**config.mk**
```make
export PLATFORM = sky130hd
export DESIGN_NAME = sync_arith_arbiter_29_flat
export DESIGN_NICKNAME = d
export VERILOG_FILES = /design/src/rtl/sync_arith_arbiter_29_if.sv /design/src/rtl/sync_arith_arbiter_29.sv /design/src/flat_wrapper.sv
export SDC_FILE = /design/constraint.sdc
export NUM_CORES = 1
export LEC_CHECK = 0
export CAP_MARGIN = 20
export CORE_MARGIN = 8
export CORE_UTILIZATION = 37
export CTS_CLUSTER_SIZE = 28
export DETAILED_ROUTE_END_ITERATION = 8
export PLACE_DENSITY_LB_ADDON = 0.08
export SYNTH_ARGS = -nofsm -noshare
export SYNTH_HDL_FRONTEND = slang
export SYNTH_SLANG_ARGS = --single-unit
```
**constraint.sdc**
```tcl
create_clock -name clk -period 2.38 [get_ports clk]
set_clock_uncertainty 0.15 [all_clocks]
set_input_delay 0.714 -clock clk [delete_from_list [all_inputs] [get_ports clk]]
set_output_delay 0.714 -clock clk [all_outputs]
set_load 0.05 [all_outputs]
```
**src/rtl/sync_arith_arbiter_29_if.sv**
```systemverilog
// ---------------------------------------------------------------------------
// sync_arith_arbiter_29_if
// Requester-side bus of the two-way arithmetic arbiter: request valid/ready
// with operands and opcode, response valid/ack, and the shared result/status.
//
// Signals (direction as seen by the arbiter, i.e. the slave modport):
//   i_reqN_valid       in   requester N has a request pending
//   i_reqN_A/B [M]     in   requester N operands
//   i_reqN_op  [4]     in   requester N opcode
//   o_reqN_ready       out  one-cycle accept pulse for requester N
//   o_rspN_valid       out  response for requester N available
//   i_rspN_ack         in   requester N consumes the response
//   o_result   [M]     out  shared response result (qualified by o_rspN_valid)
//   o_status   [4]     out  shared response status (qualified by o_rspN_valid)
// Modports: master (requester side), slave (arbiter side).
// ---------------------------------------------------------------------------
interface sync_arith_arbiter_29_if #(
    parameter int M = 32
);
    logic         i_req0_valid;
    logic [M-1:0] i_req0_A;
    logic [M-1:0] i_req0_B;
    logic [3:0]   i_req0_op;
    logic         o_req0_ready;
    logic         o_rsp0_valid;
    logic         i_rsp0_ack;

    logic         i_req1_valid;
    logic [M-1:0] i_req1_A;
    logic [M-1:0] i_req1_B;
    logic [3:0]   i_req1_op;
    logic         o_req1_ready;
    logic         o_rsp1_valid;
    logic         i_rsp1_ack;

    logic [M-1:0] o_result;
    logic [3:0]   o_status;

    modport master (
        output i_req0_valid, i_req0_A, i_req0_B, i_req0_op, i_rsp0_ack,
        output i_req1_valid, i_req1_A, i_req1_B, i_req1_op, i_rsp1_ack,
        input  o_req0_ready, o_rsp0_valid, o_req1_ready, o_rsp1_valid,
        input  o_result, o_status
    );

    modport slave (
        input  i_req0_valid, i_req0_A, i_req0_B, i_req0_op, i_rsp0_ack,
        input  i_req1_valid, i_req1_A, i_req1_B, i_req1_op, i_rsp1_ack,
        output o_req0_ready, o_rsp0_valid, o_req1_ready, o_rsp1_valid,
        output o_result, o_status
    );
endinterface

```
**src/rtl/sync_arith_arbiter_29.sv**
```systemverilog
// ---------------------------------------------------------------------------
// sync_arith_arbiter_29
// Round-robin arbiter/sequencer sharing one sync_arith_unit_29 between two
// requesters. One transaction is in flight at a time:
//   IDLE -> accept winner (ready pulse), latch operands
//   ISSUE -> unit inputs stable, load wait counter with LAT-1
//   WAIT -> count down, capture unit result/status at zero
//   RESP -> hold response to granted requester until its ack
// Ready pulse to response valid is LAT+2 cycles.
//
// Parameters: M (operand/result width), LAT (unit latency, 1..15).
// Ports:
//   clk              system clock
//   i_reset          asynchronous active-low reset
//   bus              requester handshake bus (slave modport)
//   o_unit_A/B [M]   operands to unit
//   o_unit_op  [4]   opcode to unit
//   i_unit_result[M] result from unit
//   i_unit_status[4] status from unit
//   o_busy           arbiter not in IDLE
// Optional feature macro: ARB_OPCHECK_EN -- opcodes above 4'b0011 are
// accepted but answered directly with result 0 / status 4'b1111 without
// driving the unit.
// ---------------------------------------------------------------------------
module sync_arith_arbiter_29 #(
    parameter int M   = 32,
    parameter int LAT = 1
) (
    input  logic                   clk,
    input  logic                   i_reset,
    sync_arith_arbiter_29_if.slave bus,
    output logic [M-1:0]           o_unit_A,
    output logic [M-1:0]           o_unit_B,
    output logic [3:0]             o_unit_op,
    input  logic [M-1:0]           i_unit_result,
    input  logic [3:0]             i_unit_status,
    output logic                   o_busy
);
    typedef enum logic [1:0] {
        IDLE  = 2'd0,
        ISSUE = 2'd1,
        WAIT  = 2'd2,
        RESP  = 2'd3
    } state_t;

    state_t       state_reg, state_next;
    logic         ptr_reg, ptr_next;       // preferred requester on a tie
    logic         grant_reg, grant_next;   // requester owning the transaction
    logic [3:0]   cnt_reg, cnt_next;
    logic [M-1:0] a_reg, a_next;
    logic [M-1:0] b_reg, b_next;
    logic [3:0]   op_reg, op_next;
    logic [M-1:0] result_reg, result_next;
    logic [3:0]   status_reg, status_next;

    // Per-requester views of the bus so the arbitration logic can index them
    logic [1:0]   req_valid;
    logic [1:0]   rsp_ack;
    logic [1:0]   req_ready;
    logic [1:0]   rsp_valid;
    logic [M-1:0] req_a  [2];
    logic [M-1:0] req_b  [2];
    logic [3:0]   req_op [2];

    assign req_valid = {bus.i_req1_valid, bus.i_req0_valid};
    assign rsp_ack   = {bus.i_rsp1_ack, bus.i_rsp0_ack};
    assign req_a[0]  = bus.i_req0_A;
    assign req_a[1]  = bus.i_req1_A;
    assign req_b[0]  = bus.i_req0_B;
    assign req_b[1]  = bus.i_req1_B;
    assign req_op[0] = bus.i_req0_op;
    assign req_op[1] = bus.i_req1_op;

    logic win_any;
    logic win_id;
    logic reject;

    // Tie goes to the pointer; otherwise the single valid requester wins.
    assign win_any = |req_valid;
    assign win_id  = (&req_valid) ? ptr_reg : req_valid[1];

`ifdef ARB_OPCHECK_EN
    assign reject = (req_op[win_id] > 4'd3);
`else
    assign reject = 1'b0;
`endif

    generate
        for (genvar gi = 0; gi < 2; gi++) begin : g_rsp
            assign rsp_valid[gi] = (state_reg == RESP) && (grant_reg == 1'(gi));
        end
    endgenerate

    always_comb begin
        state_next  = state_reg;
        ptr_next    = ptr_reg;
        grant_next  = grant_reg;
        cnt_next    = cnt_reg;
        a_next      = a_reg;
        b_next      = b_reg;
        op_next     = op_reg;
        result_next = result_reg;
        status_next = status_reg;
        req_ready   = 2'b00;

        case (state_reg)
            IDLE: begin
                // Ready is combinational from valid; qualifying it with the
                // reset keeps it low while the block is held in reset.
                if (win_any && i_reset) begin
                    req_ready  = win_id ? 2'b10 : 2'b01;
                    grant_next = win_id;
                    if (reject) begin
                        result_next = '0;
                        status_next = 4'b1111;
                        state_next  = RESP;
                    end else begin
                        a_next     = req_a[win_id];
                        b_next     = req_b[win_id];
                        op_next    = req_op[win_id];
                        state_next = ISSUE;
                    end
                end
            end
            ISSUE: begin
                cnt_next   = 4'(LAT - 1);
                state_next = WAIT;
            end
            WAIT: begin
                if (cnt_reg == 4'd0) begin
                    result_next = i_unit_result;
                    status_next = i_unit_status;
                    state_next  = RESP;
                end else begin
                    cnt_next = cnt_reg - 4'd1;
                end
            end
            RESP: begin
                // Only the owner's ack ends the transaction.
                if (rsp_ack[grant_reg]) begin
                    ptr_next   = ~grant_reg;
                    state_next = IDLE;
                end
            end
            default: state_next = IDLE;
        endcase
    end

    always_ff @(posedge clk or negedge i_reset) begin
        if (!i_reset) begin
            state_reg  <= IDLE;
            ptr_reg    <= 1'b0;
            grant_reg  <= 1'b0;
            cnt_reg    <= 4'd0;
            a_reg      <= '0;
            b_reg      <= '0;
            op_reg     <= 4'd0;
            result_reg <= '0;
            status_reg <= 4'd0;
        end else begin
            state_reg  <= state_next;
            ptr_reg    <= ptr_next;
            grant_reg  <= grant_next;
            cnt_reg    <= cnt_next;
            a_reg      <= a_next;
            b_reg      <= b_next;
            op_reg     <= op_next;
            result_reg <= result_next;
            status_reg <= status_next;
        end
    end

    assign bus.o_req0_ready = req_ready[0];
    assign bus.o_req1_ready = req_ready[1];
    assign bus.o_rsp0_valid = rsp_valid[0];
    assign bus.o_rsp1_valid = rsp_valid[1];
    assign bus.o_result     = result_reg;
    assign bus.o_status     = status_reg;
    assign o_unit_A         = a_reg;
    assign o_unit_B         = b_reg;
    assign o_unit_op        = op_reg;
    assign o_busy           = (state_reg != IDLE);
endmodule
```
**src/flat_wrapper.sv**
```systemverilog
// flat-port wrapper written by rule: the top's interface ports become plain ports
module sync_arith_arbiter_29_flat 
#(
    parameter int M   = 32,
    parameter int LAT = 1
)
  (clk, i_reset, o_unit_A, o_unit_B, o_unit_op, i_unit_result, i_unit_status, o_busy, bus_i_req0_valid, bus_i_req0_A, bus_i_req0_B, bus_i_req0_op, bus_i_rsp0_ack, bus_i_req1_valid, bus_i_req1_A, bus_i_req1_B, bus_i_req1_op, bus_i_rsp1_ack, bus_o_req0_ready, bus_o_rsp0_valid, bus_o_req1_ready, bus_o_rsp1_valid, bus_o_result, bus_o_status);
  sync_arith_arbiter_29_if #(.M(M)) bus_i ();
  input  logic clk;
  input  logic i_reset;
  output logic [M-1:0] o_unit_A;
  output logic [M-1:0] o_unit_B;
  output logic [3:0] o_unit_op;
  input  logic [M-1:0] i_unit_result;
  input  logic [3:0] i_unit_status;
  output logic o_busy;
  input wire logic [$bits(bus_i.i_req0_valid)-1:0] bus_i_req0_valid;
  input wire logic [$bits(bus_i.i_req0_A)-1:0] bus_i_req0_A;
  input wire logic [$bits(bus_i.i_req0_B)-1:0] bus_i_req0_B;
  input wire logic [$bits(bus_i.i_req0_op)-1:0] bus_i_req0_op;
  input wire logic [$bits(bus_i.i_rsp0_ack)-1:0] bus_i_rsp0_ack;
  input wire logic [$bits(bus_i.i_req1_valid)-1:0] bus_i_req1_valid;
  input wire logic [$bits(bus_i.i_req1_A)-1:0] bus_i_req1_A;
  input wire logic [$bits(bus_i.i_req1_B)-1:0] bus_i_req1_B;
  input wire logic [$bits(bus_i.i_req1_op)-1:0] bus_i_req1_op;
  input wire logic [$bits(bus_i.i_rsp1_ack)-1:0] bus_i_rsp1_ack;
  output wire logic [$bits(bus_i.o_req0_ready)-1:0] bus_o_req0_ready;
  output wire logic [$bits(bus_i.o_rsp0_valid)-1:0] bus_o_rsp0_valid;
  output wire logic [$bits(bus_i.o_req1_ready)-1:0] bus_o_req1_ready;
  output wire logic [$bits(bus_i.o_rsp1_valid)-1:0] bus_o_rsp1_valid;
  output wire logic [$bits(bus_i.o_result)-1:0] bus_o_result;
  output wire logic [$bits(bus_i.o_status)-1:0] bus_o_status;
  assign bus_i.i_req0_valid = bus_i_req0_valid;
  assign bus_i.i_req0_A = bus_i_req0_A;
  assign bus_i.i_req0_B = bus_i_req0_B;
  assign bus_i.i_req0_op = bus_i_req0_op;
  assign bus_i.i_rsp0_ack = bus_i_rsp0_ack;
  assign bus_i.i_req1_valid = bus_i_req1_valid;
  assign bus_i.i_req1_A = bus_i_req1_A;
  assign bus_i.i_req1_B = bus_i_req1_B;
  assign bus_i.i_req1_op = bus_i_req1_op;
  assign bus_i.i_rsp1_ack = bus_i_rsp1_ack;
  assign bus_o_req0_ready = bus_i.o_req0_ready;
  assign bus_o_rsp0_valid = bus_i.o_rsp0_valid;
  assign bus_o_req1_ready = bus_i.o_req1_ready;
  assign bus_o_rsp1_valid = bus_i.o_rsp1_valid;
  assign bus_o_result = bus_i.o_result;
  assign bus_o_status = bus_i.o_status;
  sync_arith_arbiter_29 #(.M(M), .LAT(LAT)) u_core (.clk(clk), .i_reset(i_reset), .bus(bus_i), .o_unit_A(o_unit_A), .o_unit_B(o_unit_B), .o_unit_op(o_unit_op), .i_unit_result(i_unit_result), .i_unit_status(i_unit_status), .o_busy(o_busy));
endmodule
```
==> summary.log, run 1 <==
INFO  global_routing wire_length_of_the_first_global_routing_pass=25.2mm
INFO  synth          yosys-top-cells-count=112 x sky130_fd_sc_hd__dfrtp_1, 68 x sky130_fd_sc_hd__a221o_1, 58 x sky130_fd_sc_hd__and2_0
INFO  cells_and_area area_delta_synth_final=72.1%
INFO  clock_tree     numCtsBuffers=9
INFO  sta            worstMarginPinSlew=904ps
INFO  power_and_ir_drop irDropWorstVdd=0.762mV
INFO  worst_setup_path cp-end-kind=primary output
INFO  synth          syn-num-nets=539
INFO  drt            totalWireLength=16.7mm
INFO  synth          total_standard_cell_area_after_synthesis=0.00473mm2
INFO  floorplanning  die_area=0.0167mm2
INFO  floorplanning  floorplan.io_pins=287
INFO  clock_tree     clock_tree.htree_level_count=3
INFO  floorplanning  die_w=129um
INFO  power_and_ir_drop switching_share=47.0%
INFO  worst_setup_path critical_path.max_fanout=3
INFO  global_routing grt_start_max_net_pins=71
INFO  floorplanning  initial_core_util=37.7%
INFO  worst_setup_path worstRegToRegCells=5
INFO  clock_tree     clock_path_buffers=2
INFO  synth          top_cell_type_by_total_area_after_synthesis=sky130_fd_sc_hd__dfrtp_1
INFO  drt            sum_of_met3_wire_segment_lengths_after_detailed_routing=1.73mm
INFO  clock_tree     cts.clk_slew.worst_paths=70ps
INFO  worst_setup_path worst-setup-path-type=input port to primary output
INFO  synth          synthDistinctLibCells=28
INFO  sta            slew_headroom=39.7%
INFO  cells_and_area design.final.nets=826
INFO  floorplanning  std_cell_rows=41
INFO  global_routing overflow=0
INFO  worst_setup_path r2r_start=u_core.cnt_reg[0]$_DFFE_PN0P_
INFO  clock_tree     cts-root-buf=sky130_fd_sc_hd__clkbuf_16
INFO  power_and_ir_drop p_sw=5.65mW
INFO  placed_design  placed_standard_cell_area=0.00777mm2
INFO  drt            detail_route.wirelength.met1=6.44mm
INFO  cells_and_area n_antenna_cell=0
INFO  floorplanning  vertical_die_dimension=129um
INFO  placed_design  routability_congestion_estimate_from_global_placement=0.779
INFO  synth          synth.yosys.seq_area_share=59.2%
INFO  sta            min_period=2360ps
INFO  sta            setup-violations-final=0
INFO  power_and_ir_drop sequentialPowerShare=27.1%
INFO  drt            met2RoutedLength=8.09mm
INFO  synth          synth_top_area_share=59.2%
INFO  synth          syn-instance-count=356
INFO  worst_setup_path cp_data_arrival_time=1490ps
INFO  global_routing number_of_antenna_violations_at_the_first_check_in_global_routing=0
INFO  drt            route.vias.total=4147
INFO  synth          asyncSetResetFlopFracSynth=100%
INFO  drt            antenna_violating_nets_post_route=0
INFO  placed_design  placed_cells=803
INFO  worst_setup_path startpoint_type=input port
INFO  synth          ys.flop_type=sky130_fd_sc_hd__dfrtp_1
INFO  placed_design  total_half_perimeter_wirelength_after_legalization_and_detailed_placement=13.0mm
INFO  clock_tree     cts_tree=yes
INFO  worst_setup_path worst_r2r_endpoint=u_core.state_reg[1]$_DFFE_PN0P_
INFO  sta            fin_crit_sh=99.1%
INFO  hold_path      hold_class=input port to asynchronous set/reset pin
INFO  sta            finalSetupTns=0ps
INFO  status         outcome=complete, no violations
INFO  global_routing globalRouteTotalUtil=19.5%
INFO  clock_tree     clock_latency=340ps
INFO  synth          synth_area_per_cell=13.3um2
INFO  drt            maxUsedRoutingLayer=met4
INFO  clock_tree     clock_sinks=112
INFO  floorplanning  core_area=0.0126mm2
INFO  cells_and_area layout-drive-gt1-share=23.0%
INFO  power_and_ir_drop power_per_cell_area=1480mW/mm2
INFO  worst_setup_path timing.critical_path.required=1520ps
INFO  synth          synth.area.top_cells=sky130_fd_sc_hd__dfrtp_1 59%, sky130_fd_sc_hd__a221o_1 14%, sky130_fd_sc_hd__mux2_2 8.6%, sky130_fd_sc_hd__and2_0 7.7%, sky130_fd_sc_hd__clkbuf_1 1.5%
INFO  synth          synth-warning-count=0
INFO  sta            final.setup.worst_slack=21.4ps
INFO  cells_and_area finish.instance_area=0.00814mm2
INFO  worst_setup_path r2r_setup_slack=240ps
INFO  sta            max_freq=0.424GHz
INFO  synth          synth-edff-count=0
INFO  power_and_ir_drop clockPowerShare=13.6%
INFO  drt            drt_iter0_markers=158
INFO  cells_and_area layout.cells.non_filler=819
INFO  drt            avgViaCountPerCell=5.06
INFO  flow_run       timing.max_cap.violations=0
INFO  sta            hold_viol_final=0
INFO  power_and_ir_drop p_leak=3.71nW
INFO  drt            post-route-drc-count=0
INFO  drt            first_pass_iters=4
INFO  power_and_ir_drop p_int=6.38mW
INFO  global_routing first_global_vias=4508
INFO  power_and_ir_drop share_comb_of_total_power=59.4%
INFO  synth          leading_cell_type_by_number_of_instances_after_synthesis=sky130_fd_sc_hd__dfrtp_1
INFO  placed_design  port_buffers=286
INFO  sta            number_of_max_slew_violations_in_the_final_report=0
INFO  placed_design  place_worst_setup_slack=-181ps
INFO  sta            grt_setup_unrepaired=true
INFO  drt            post_drt_wl_per_cell=20.4um
INFO  synth          ys_seq_elements=112
[power by group through the flow]
stage / Combinational [mW] / Sequential [mW] / Clock, mW
finish: 7.14 / 3.26 / 1.63
global route: 7.49 / 3.36 / 1.75
CTS: 7.22 / 3.27 / 1.68
detailed placement: 7.28 / 3.27 / 0
global placement: 7.18 / 3.25 / 0
floorplan: 1.79 / 6.18 / 0
[routing by layer]
layer,global-route usage (%),up-vias
li1,-,1899
met1,21.9,2013
met2,32.4,211
met3,7.89,24
met4,7.74,0
met5,0,-
[worst max-delay path: stages]
cell                            delay, ps
sky130_fd_sc_hd__dlygate4sd2_1        250
sky130_fd_sc_hd__buf_4                150
sky130_fd_sc_hd__a21oi_4              200
sky130_fd_sc_hd__buf_12               170
[cell families (layout without fill, tap and decap cells)]
family | after synthesis | count (layout) | share of synthesized area [%]
DFF | 112 | 112 | 59.2
muxes | 41 | 41 | 9.65
and+or+nand+nor | 89 | 89 | 11.3
buffers and inverters | 32 | 323 | 2.83
AOI/OAI and AO/OA | 77 | 77 | 15.6
adders and majority gates | 5 | 5 | 1.32
[metrics by stage]
step | hold WS (ps) | power (mW) | utilization (%)
after floorplan | 268 | 7.97 | -
after global placement | 336 | 10.4 | 61.8
after detailed placement | 344 | 10.6 | 61.8
after CTS | 360 | 12.2 | 64.4
after global routing | 368 | 12.6 | 64.8
final | 349 | 12.0 | 64.8
[worst max path at each step]
stage / slack [ps] / end / startpoint
3_5_place_dp: -180 / bus_o_req0_ready / bus_i_req0_valid
3_3_place_gp: -190 / bus_o_req1_ready / bus_i_req1_valid
5_1_grt: -20 / bus_o_req0_ready / u_core.state_reg[1]$_DFFE_PN0P_
6_report: 20 / bus_o_req0_ready / bus_i_req1_valid
2_1_floorplan: 30 / bus_o_req0_ready / i_reset
4_1_cts: 0.04 / bus_o_result[14] / u_core.bus.o_result[14]$_DFFE_PN0P_
[layout make-up]
class                           count  area [um2]
Timing Repair Buffer              301        2930
Multi-Input combinational cell    212        1850
Tap cell                          172         215
Clock inverter                      5        81.3
Inverter                            7        26.3
Sequential cell                   112        2800
Fill cell                         986        4420
Clock buffer                       10         239
[cell usage in the layout, fill, tap and decap left out, drive strengths merged]
master | Yosys | final
bufinv | 0 | 2
nor4bb | 1 | 1
clkdlybuf4s50 | 0 | 177
mux2i | 4 | 4
a222oi | 1 | 1
nand2b | 1 | 1
nand2 | 9 | 9
ha | 5 | 5
clkinvlp | 0 | 1
and2 | 69 | 69
clkinv | 0 | 2
mux2 | 37 | 37
nor2b | 1 | 1
nor2 | 1 | 1
inv | 7 | 7
nand3 | 4 | 4
o21ai | 2 | 2
dlygate4sd2 | 0 | 17
a2bb2oi | 1 | 1
dlymetal6s2s | 0 | 18
nor3 | 1 | 1
a21oi | 4 | 4
a221o | 68 | 68
or3b | 1 | 1
o211ai | 1 | 1
clkbuf | 19 | 10
dfrtp | 112 | 112
buf | 6 | 89
nand4b | 1 | 1
[repair_timing]
| action | in CTS | in global routing |
|---|---|---|
| endpoints found under the setup margin | 17 | 21 |
| hold buffers | 0 | 0 |
| pin swaps | 1 | 0 |
| endpoints found under the hold margin | 0 | 0 |
| gates resized for setup | 23 | 18 |
| buffers inserted | 0 | 1 |
Note: power is estimated with default switching activity, not from simulation.
==> run 2, diff against run 1 <==
--- a/config.mk
+++ b/config.mk
@@ -6,6 +6,7 @@
 export NUM_CORES = 1
 export LEC_CHECK = 0
 export CAP_MARGIN = 20
+export CORE_ASPECT_RATIO = 0.9
 export CORE_MARGIN = 8
 export CORE_UTILIZATION = 37
 export CTS_CLUSTER_SIZE = 28
==> run 2 against run 1 <==
Effect of this change: sequential share of layout area increased by 0.16 points; utilization decreased by 0.38 points; power increased by 0.15%.
==> summary.log, run 2 (synthesis gave the netlist of run 1 again) <==
INFO  status         outcome=complete, no violations
INFO  sta            worstMarginPinSlew=580ps [-324 ps]
INFO  clock_tree     clock_tree.htree_level_count=3 [unchanged]
INFO  global_routing number_of_antenna_violations_at_the_first_check_in_global_routing=0 [unchanged]
INFO  floorplanning  die_w=135um [+4.7%]
INFO  power_and_ir_drop irDropWorstVdd=0.781mV [+2.4%]
INFO  floorplanning  floorplan.io_pins=287 [unchanged]
INFO  drt            antenna_violating_nets_post_route=0 [unchanged]
INFO  global_routing wire_length_of_the_first_global_routing_pass=25.1mm [-0.16%]
INFO  global_routing first_global_vias=4441 [-1.5%]
INFO  cells_and_area layout-drive-gt1-share=24.4% [+1.4 points]
INFO  worst_setup_path timing.critical_path.required=1520ps [about the same]
INFO  cells_and_area finish.instance_area=0.00811mm2 [-0.41%]
INFO  sta            slew_headroom=61.3% [+22 points]
INFO  drt            drt_iter0_markers=187 [+18%]
INFO  drt            post_drt_wl_per_cell=20.8um [+2.1%]
INFO  placed_design  placed_standard_cell_area=0.00774mm2 [-0.32%]
INFO  worst_setup_path cp-end-kind=primary output
INFO  cells_and_area design.final.nets=827 [+0.12%]
INFO  power_and_ir_drop share_comb_of_total_power=59.4% [about the same]
INFO  power_and_ir_drop p_sw=5.66mW [+0.17%]
INFO  drt            avgViaCountPerCell=5.08 [+0.26%]
INFO  worst_setup_path cp_data_arrival_time=1480ps [about the same]
INFO  sta            final.setup.worst_slack=34.8ps [+13.4 ps]
INFO  sta            number_of_max_slew_violations_in_the_final_report=0 [unchanged]
INFO  drt            totalWireLength=16.9mm [+1.1%]
INFO  placed_design  routability_congestion_estimate_from_global_placement=0.751 [-3.7%]
INFO  power_and_ir_drop design_power_total=12.1mW [+0.15%]
INFO  worst_setup_path worstRegToRegCells=5 [unchanged]
INFO  floorplanning  std_cell_rows=39 [-4.9%]
INFO  power_and_ir_drop power_per_cell_area=1490mW/mm2 [+0.57%]
INFO  power_and_ir_drop switching_share=47.0% [about the same]
INFO  cells_and_area fillers=1002 [+1.6%]
INFO  clock_tree     post_cts_hold_buffer_count=0 [unchanged]
INFO  worst_setup_path critical_path.top_delay_family=buffers and inverters
INFO  floorplanning  vertical_die_dimension=123um [-4.5%]
INFO  worst_setup_path critical_path.max_fanout=2 [-1]
INFO  floorplanning  initial_core_util=37.6% [-0.064 points]
INFO  worst_setup_path critical_path.slowest_cell=sky130_fd_sc_hd__clkdlybuf4s50_1
INFO  clock_tree     cts.clk_slew.worst_paths=70ps [about the same]
INFO  power_and_ir_drop clockPowerShare=13.3% [-0.3 points]
INFO  sta            grt_setup_unrepaired=true
INFO  clock_tree     clock_path_buffers=2 [unchanged]
INFO  placed_design  port_buffers=286 [unchanged]
INFO  drt            route.vias.total=4117 [-0.72%]
INFO  flow_run       timing.max_cap.violations=0 [unchanged]
INFO  clock_tree     cts_tree=yes
INFO  worst_setup_path max_stage_delay=800ps [+550 ps]
INFO  placed_design  place_worst_setup_slack=-202ps [-20.6 ps]
INFO  power_and_ir_drop p_leak=3.66nW [-1.5%]
INFO  worst_setup_path critPathBufInv=1 [-2]
INFO  sta            max_freq=0.426GHz [+0.57%]
INFO  clock_tree     clock_latency=340ps [about the same]
INFO  cells_and_area most_common_cell_after_layout_fill_and_taps_aside=sky130_fd_sc_hd__clkdlybuf4s50_1
INFO  floorplanning  die_area=0.0167mm2 [about the same]
INFO  global_routing overflow=0 [unchanged]
INFO  power_and_ir_drop p_int=6.39mW [+0.14%]
INFO  hold_path      hold_class=input port to asynchronous set/reset pin
INFO  worst_setup_path critical_path.cell_chain=clkdlybuf4s50_1
INFO  worst_setup_path cp.depth=1 [-3]
INFO  sta            hold_viol_final=0 [unchanged]
INFO  worst_setup_path startpoint_type=flip-flop
INFO  clock_tree     numCtsBuffers=9 [unchanged]
INFO  sta            fin_crit_sh=98.5% [-0.56 points]
INFO  global_routing globalRouteTotalUtil=19.4% [-0.090 points]
INFO  clock_tree     clock_sinks=112 [unchanged]
INFO  sta            setup-violations-final=0 [unchanged]
INFO  cells_and_area layout.cells.non_filler=811 [-0.98%]
INFO  sta            min_period=2350ps [-13.4 ps]
INFO  clock_tree     cts-root-buf=sky130_fd_sc_hd__clkbuf_16
INFO  power_and_ir_drop sequentialPowerShare=27.3% [+0.2 points]
INFO  cells_and_area area_delta_synth_final=71.3%
INFO  cells_and_area layout_common_cells=176 x sky130_fd_sc_hd__clkdlybuf4s50_1, 111 x sky130_fd_sc_hd__dfrtp_1, 88 x sky130_fd_sc_hd__buf_4
INFO  floorplanning  core_area=0.0126mm2 [+0.17%]
INFO  drt            post-route-drc-count=0 [unchanged]
INFO  cells_and_area n_antenna_cell=0 [unchanged]
INFO  worst_setup_path worst-setup-path-type=flip-flop to primary output
INFO  global_routing grt_start_max_net_pins=111 [+56%]
INFO  drt            first_pass_iters=4 [unchanged]
INFO  placed_design  placed_cells=794 [-1.1%]
INFO  placed_design  total_half_perimeter_wirelength_after_legalization_and_detailed_placement=12.8mm [-1.6%]
==> run 2: power by group through the flow <==
stage | Sequential [mW] | Combinational (mW) | Clock, mW
floorplan | 6.18 | 1.79 | 0
global placement | 3.27 | 7.19 | 0
detailed placement | 3.29 | 7.29 | 0
CTS | 3.29 | 7.22 | 1.65
global route | 3.39 | 7.50 | 1.73
finish | 3.29 | 7.16 | 1.61
==> run 2: layout make-up <==
type | count | area [um2] | area share [%]
timing repair buffer | 302 | 2910 | 35.9
sequential | 112 | 2800 | 34.6
multi-input combinational | 212 | 1860 | 22.9
clock buffer | 11 | 243 | 2.99
tap | 164 | 205 | 2.53
clock inverter | 3 | 67.6 | 0.833
inverter | 7 | 26.3 | 0.324
==> run 2: path summary, 6_finish.rpt <==
kind	endpoint	slack, ps	from
hold / removal	u_core.state_reg[1]$_DFFE_PN0P_	30	i_reset
min in group clk	u_core.cnt_reg[0]$_DFFE_PN0P_	350	u_core.cnt_reg[0]$_DFFE_PN0P_
setup reg to reg	u_core.state_reg[1]$_DFFE_PN0P_	240	u_core.cnt_reg[0]$_DFFE_PN0P_
setup / recovery	bus_o_result[17]	30	u_core.bus.o_result[17]$_DFFE_PN0P_
hold reg to reg	u_core.cnt_reg[0]$_DFFE_PN0P_	350	u_core.cnt_reg[0]$_DFFE_PN0P_
max in group asynchronous	u_core.o_unit_A[0]$_DFFE_PN0P_	1280	i_reset
==> run 2: per-stage QoR <==
| step | util [%] | setup TNS [ps] | hold slack, ps |
|---|---|---|---|
| 2_1_floorplan | - | 0 | 268 |
| 3_3_place_gp | 61.5 | -8850 | 337 |
| 3_5_place_dp | 61.5 | -11050 | 347 |
| 4_1_cts | 64.1 | 0 | 6.88 |
| 5_1_grt | 64.4 | -31.0 | 8.16 |
| 6_report | 64.4 | 0 | 28.4 |
==> run 2: timing repair <==
action / CTS / global route
resized for setup: 24 / 12
buffers inserted: 1 / 2
endpoints found under the setup margin: 17 / 14
pin swaps: 1 / 2
gates cloned: 0 / 0
==> run 2: layer usage <==
layer	vias to the layer above	wire [um]	global-route usage [%]
met5	-	0	0
met4	0	274	7.00
met3	18	1680	8.00
met2	199	7920	31.4
met1	2002	7000	22.8
li1	1898	-	-
